==> config.mk <==
export PLATFORM = sky130hd
export DESIGN_NAME = chess_clock_multi_flat
export DESIGN_NICKNAME = d
export VERILOG_FILES = /design/src/rtl/chess_clock_multi_if.sv /design/src/rtl/chess_clock_multi.sv /design/src/flat_wrapper.sv
export SDC_FILE = /design/constraint.sdc
export NUM_CORES = 1
export LEC_CHECK = 0
export ABC_CLOCK_PERIOD_IN_PS = 3100
export BUFFER_PORTS_ARGS = -buffer_cell sky130_fd_sc_hd__buf_2
export CAP_MARGIN = 20
export CORE_MARGIN = 1
export CORE_UTILIZATION = 33
export DETAILED_ROUTE_END_ITERATION = 16
export HOLD_SLACK_MARGIN = 0.02
export MAX_ROUTING_LAYER = met4
export PLACE_DENSITY = 0.61
export SYNTH_ARGS = -nofsm -noshare
export SYNTH_HDL_FRONTEND = slang
export SYNTH_SLANG_ARGS = --single-unit
==> constraint.sdc <==
create_clock -name i_clk -period 3.1 [get_ports i_clk]
set_input_delay 0.155 -clock i_clk [delete_from_list [all_inputs] [get_ports i_clk]]
set_output_delay 0.155 -clock i_clk [all_outputs]
set_load 0.01 [all_outputs]
==> src/rtl/chess_clock_multi_if.sv <==
// Control/status bundle for the multi-player chess clock: buttons and tick
// strobe in, per-player times and game status out.
interface chess_clock_multi_if #(
   parameter int PLAYERS = 2,
   parameter int TIME_W  = 16
);
   localparam int IDX_W = (PLAYERS > 1) ? $clog2(PLAYERS) : 1;

   logic                       i_tick;
   logic                       i_restart;
   logic                       i_stop;
   logic [PLAYERS-1:0]         i_turn;
   logic [PLAYERS*TIME_W-1:0]  o_time;
   logic [PLAYERS-1:0]         o_active;
   logic                       o_running;
   logic                       o_over;
   logic [IDX_W-1:0]           o_loser;
   logic                       o_restart;

   modport master (
      output i_tick, i_restart, i_stop, i_turn,
      input  o_time, o_active, o_running, o_over, o_loser, o_restart
   );

   modport slave (
      input  i_tick, i_restart, i_stop, i_turn,
      output o_time, o_active, o_running, o_over, o_loser, o_restart
   );
endinterface

==> src/rtl/chess_clock_multi.sv <==
// Multi-player chess clock with Fischer increment: counts down the active
// player's time on each tick, rotates turns, pauses, and flags a loser at zero.
module chess_clock_multi #(
   parameter int PLAYERS   = 2,
   parameter int TIME_W    = 16,
   parameter int INIT_TIME = 300,
   parameter int INC       = 0
) (
   input  logic                 i_clk,
   input  logic                 i_rst,
   chess_clock_multi_if.slave   bus
);
   localparam int IDX_W = (PLAYERS > 1) ? $clog2(PLAYERS) : 1;
   localparam logic [TIME_W-1:0] INIT_V   = TIME_W'(INIT_TIME);
   localparam logic [IDX_W-1:0]  LAST_IDX = IDX_W'(PLAYERS - 1);

   typedef enum logic [2:0] {
      S_START = 3'd0,
      S_IDLE  = 3'd1,
      S_RUN   = 3'd2,
      S_PAUSE = 3'd3,
      S_OVER  = 3'd4
   } state_t;

   state_t             state;
   logic [TIME_W-1:0]  cnt_r [PLAYERS];
   logic [IDX_W-1:0]   active_idx;
   logic [IDX_W-1:0]   loser_idx;

   logic [TIME_W-1:0]  cur_cnt;
   logic [TIME_W-1:0]  dec_cnt;
   logic               cur_zero;
   logic               tick_dec;
   logic               restart_go;

   // Increment credited at turn end, clamped to the counter's full scale.
   function automatic logic [TIME_W-1:0] sat_add_inc(input logic [TIME_W-1:0] t);
      logic [TIME_W+31:0] sum;
      sum = {32'd0, t} + (TIME_W+32)'(INC);
      if (sum > {32'd0, {TIME_W{1'b1}}})
         return {TIME_W{1'b1}};
      return sum[TIME_W-1:0];
   endfunction

   function automatic logic [IDX_W-1:0] lowest_idx(input logic [PLAYERS-1:0] v);
      logic [IDX_W-1:0] idx;
      idx = '0;
      for (int i = PLAYERS - 1; i >= 0; i--)
         if (v[i]) idx = IDX_W'(i);
      return idx;
   endfunction

   function automatic logic [IDX_W-1:0] next_idx(input logic [IDX_W-1:0] a);
      return (a == LAST_IDX) ? '0 : a + 1'b1;
   endfunction

   assign cur_cnt    = cnt_r[active_idx];
   assign cur_zero   = (cur_cnt == '0);
   assign tick_dec   = bus.i_tick && !cur_zero;
   assign dec_cnt    = cur_cnt - TIME_W'(tick_dec);
   assign restart_go = bus.i_restart && (state != S_START);

   // Restart overrides everything from any game state, so it shares the reset path.
   always_ff @(posedge i_clk) begin
      if (i_rst || restart_go) begin
         state      <= S_START;
         active_idx <= '0;
         loser_idx  <= '0;
         for (int p = 0; p < PLAYERS; p++)
            cnt_r[p] <= INIT_V;
      end else begin
         case (state)
            S_START: begin
               for (int p = 0; p < PLAYERS; p++)
                  cnt_r[p] <= INIT_V;
               state <= S_IDLE;
            end
            S_IDLE: begin
               if (|bus.i_turn) begin
                  active_idx <= lowest_idx(bus.i_turn);
                  state      <= S_RUN;
               end
            end
            S_RUN: begin
               cnt_r[active_idx] <= dec_cnt;
               if (bus.i_stop) begin
                  state <= S_PAUSE;
               end else if (cur_zero) begin
                  state     <= S_OVER;
                  loser_idx <= active_idx;
               end else if (bus.i_turn[active_idx]) begin
                  cnt_r[active_idx] <= sat_add_inc(dec_cnt);
                  active_idx        <= next_idx(active_idx);
               end
            end
            S_PAUSE: begin
               if (bus.i_turn[active_idx])
                  state <= S_RUN;
            end
            S_OVER: begin
               state <= S_OVER;
            end
            default: begin
               state <= S_START;
            end
         endcase
      end
   end

   for (genvar g = 0; g < PLAYERS; g++) begin : g_time
      assign bus.o_time[g*TIME_W +: TIME_W] = cnt_r[g];
   end

   always_comb begin
      bus.o_active = '0;
      if (state == S_RUN || state == S_PAUSE)
         bus.o_active[active_idx] = 1'b1;
   end

   assign bus.o_running = (state == S_RUN);
   assign bus.o_over    = (state == S_OVER);
   assign bus.o_restart = (state == S_START);
   assign bus.o_loser   = loser_idx;
endmodule
==> src/flat_wrapper.sv <==
// flat-port wrapper written by rule: the top's interface ports become plain ports
module chess_clock_multi_flat 
#(
   parameter int PLAYERS   = 2,
   parameter int TIME_W    = 16,
   parameter int INIT_TIME = 300,
   parameter int INC       = 0
)
  (i_clk, i_rst, bus_i_tick, bus_i_restart, bus_i_stop, bus_i_turn, bus_o_time, bus_o_active, bus_o_running, bus_o_over, bus_o_loser, bus_o_restart);
  chess_clock_multi_if #(.PLAYERS(PLAYERS), .TIME_W(TIME_W)) bus_i ();
  input  logic i_clk;
  input  logic i_rst;
  input wire logic [$bits(bus_i.i_tick)-1:0] bus_i_tick;
  input wire logic [$bits(bus_i.i_restart)-1:0] bus_i_restart;
  input wire logic [$bits(bus_i.i_stop)-1:0] bus_i_stop;
  input wire logic [$bits(bus_i.i_turn)-1:0] bus_i_turn;
  output wire logic [$bits(bus_i.o_time)-1:0] bus_o_time;
  output wire logic [$bits(bus_i.o_active)-1:0] bus_o_active;
  output wire logic [$bits(bus_i.o_running)-1:0] bus_o_running;
  output wire logic [$bits(bus_i.o_over)-1:0] bus_o_over;
  output wire logic [$bits(bus_i.o_loser)-1:0] bus_o_loser;
  output wire logic [$bits(bus_i.o_restart)-1:0] bus_o_restart;
  assign bus_i.i_tick = bus_i_tick;
  assign bus_i.i_restart = bus_i_restart;
  assign bus_i.i_stop = bus_i_stop;
  assign bus_i.i_turn = bus_i_turn;
  assign bus_o_time = bus_i.o_time;
  assign bus_o_active = bus_i.o_active;
  assign bus_o_running = bus_i.o_running;
  assign bus_o_over = bus_i.o_over;
  assign bus_o_loser = bus_i.o_loser;
  assign bus_o_restart = bus_i.o_restart;
  chess_clock_multi #(.PLAYERS(PLAYERS), .TIME_W(TIME_W), .INIT_TIME(INIT_TIME), .INC(INC)) u_core (.i_clk(i_clk), .i_rst(i_rst), .bus(bus_i));
endmodule
==> metrics.txt <==
commonest non-fill, non-tap cell in the layout buf_2; Synth area leader edfxtp_1; crit-path max cell delay 0.55 ns; hold path start bus_i_stop; maxcap violations 0; worst vdd ir 178.4 µV; Clock Sinks 38; share of cells above drive strength 1 34.70%; flops & latches, synth 38; ANT nets after route 0; clock buffer depth 2; sequential element share of the synthesized area 50.59%; Distinct cells, synth 40; row count 28; status complete, no violations; first-pass iteration count of the detailed router 6; power after layout 1266 µW; worst reg2reg endpoint u_core.cnt_r[0][11]; WHS Path Cells 3; post-synthesis cell area 2137 µm²; Max-slew headroom 47.67%; Crit Path Class reg2reg; Syn. warnings 0; Final Critical Period 3.022 ns; Nets 276; crit path cell chain nor4b_4 > o211ai_1 > or4_4 > and2_4 > ha_4 > nor4bb_2 > nor2_1 > buf_4 > nor4_1 > nor3_1 > a211oi_1; H-tree lvl count 2; later-pin clock latency in the skew report 0.29 ns; Highest Clock Rate 330.9 MHz; # hold bufs at CTS 0; Slew Viols, Final 0; final setup TNS 0 ns; grt total ovfl 0; GRT Util Overall 17.16%; slowest CP cell or4_4; post-synthesis cell count 202; Leak Pwr 0.001013 µW; R2R depth 11; Ports 45; count of flip-flops with a built-in enable after synthesis 32; Die Wd 82.48 µm; Synth top area share 44.96%; RSZ-0062 raised after global routing yes; DR vias 1783; Power Dens Cells 460.0 nW/µm²; Synth area leaders edfxtp_1 45%, mux2i_1 7.0%, nor2_1 6.3%, dfxtp_1 5.6%, xor2_1 4.1%; initial core utilization 35.06%; final wirelength 5235 µm; hold endpoint u_core.bus.o_loser; Post-Syn Nets 211; Final Hold Fails 0; origin of the critical flop-to-flop path u_core.cnt_r[1][10]; IO Port Bufs 44; Wirelength per Cell 15.26 µm; vias per cell 5.198; Clock transition at path regs 0.07 ns; R2R Setup Slk 0.08 ns; global-route wire length before repair 8204 µm; final setup fails 0; die area 6802 µm²; die height 82.48 µm; GPL Wtd Cong 0.8295; Post-synth ARST share 0%; initial antenna violation count 0; core footprint 6096 µm²; Least-Margin Pin Slew 0.7831 ns; CTS tree yes; DR DRC count 0; vias in the first global route 1670; initial DRC count 102; Hold WC Path Type in2reg; CP required 3.12 ns; largest net degree at the start of global routing 24; Tcrit/Tclk final 97.49%; ant diodes 0; top_reg_cell synth edfxtp_1; CP Launch Type flip-flop; area delta synth->final 28.75%; Avg Inst Size Synth 10.58 µm²; Post-Layout Cell Count 343; crit path max fanout 7; critical path endpoint category flip-flop; CTS root buf clkbuf_8; dpl hpwl 3783 µm; Post-Place Cells 333; Layout Utilization 45.14%; commonest cells after routing, fill and taps aside 44 x buf_2, 36 x nor2_1, 32 x edfxtp_1, 22 x buf_4, 15 x nor3_1; skew final 0.01068 ns; Num CTS Buffers 5; Arrival @ worst endpoint 3.05 ns
## metrics by stage
step           setup WS (ns)  instance area, µm²  hold WS, ns
5_1_grt             -0.05558                2751       0.2719
4_1_cts             0.003740                2655       0.2447
2_1_floorplan        0.02935                2137       0.3376
3_5_place_dp         0.02249                2570       0.4577
6_report             0.07789                2751       0.2523
3_3_place_gp          0.1139                2570       0.4535
## cell families (layout without fill, tap and decap cells)
kind of cell,count (synthesis),in the layout,share of synthesized area [%]
AND/OR/NAND/NOR,89,89,23.07
AO/OA/AOI/OAI,28,28,8.197
XOR/XNOR,15,15,6.147
multiplexers,16,16,7.552
buffers and inverters,14,80,3.279
flip-flops,38,38,50.59
adder cells (fa/ha/maj),2,2,1.171
## metal layers
metal	vias to the layer above	GRT usage, %	wire length (µm)
met5	-	-	0
met4	0	5.789	55
met3	5	3.407	254
met2	40	27.02	2586
met1	867	22.00	2338
li1	871	-	-
## synthesized netlist by cell type, drive strengths merged, types with 2 or more instances
cell type,instances
xor2,10
a21oi,9
clkbuf,5
a211oi,3
o21ai,6
inv,5
nand2,11
dfxtp,6
nor4b,2
mux2i,15
nor3,16
or2,2
buf,4
o221ai,2
nor4,8
nor2,36
edfxtp,32
xnor2,5
or4,2
ha,2
nor3b,6
or3,3
o22ai,2
## state kept, by name (all words and copies together), names as in the netlist, named ones only
register and count:
u_core.state 3, u_core.bus.o_loser 1, u_core.cnt_r 32, u_core.active_idx 1
## critical path, delay by kind of cell (launching register included)
kind / cells / cell delay, ns
AND/OR/NAND/NOR: 7 / 1.71
flip-flops: 1 / 0.45
AO/OA/AOI/OAI: 2 / 0.27
buffers and inverters: 1 / 0.18
adder cells (fa/ha/maj): 1 / 0.15
## timing repair
item,4_1_cts,5_1_grt
pin swaps,0,8
gates resized for setup,1,14
endpoints found under the setup margin,1,24
setup buffers,0,2
endpoints found under the hold margin,0,0
## layout make-up
| class | instances | area (µm²) |
|---|---|---|
| Clock buffer | 6 | 72.57 |
| Clock inverter | 2 | 8.758 |
| Fill cell | 591 | 3344 |
| Inverter | 5 | 18.77 |
| Multi-Input combinational cell | 150 | 1070 |
| Sequential cell | 38 | 1082 |
| Tap cell | 75 | 93.84 |
| Timing Repair Buffer | 67 | 405.4 |
## worst max path at each step
stage                             start                   to
floorplan           u_core.cnt_r[1][11]  u_core.cnt_r[0][11]
CTS                 u_core.cnt_r[1][12]  u_core.cnt_r[1][11]
finish              u_core.cnt_r[1][10]  u_core.cnt_r[0][11]
global route        u_core.cnt_r[1][10]  u_core.cnt_r[0][11]
global placement              flip-flop   u_core.cnt_r[1][8]
detailed placement            flip-flop   u_core.cnt_r[0][5]
## where the power goes
group | leakage (µW) | internal (µW) | switching, µW
Clock | 0.0000426 | 154 | 163
Combinational | 0.000583 | 131 | 167
Sequential | 0.000388 | 604 | 46.5
Total | 0.00101 | 890 | 376
Power figures use the tool's default switching activity.
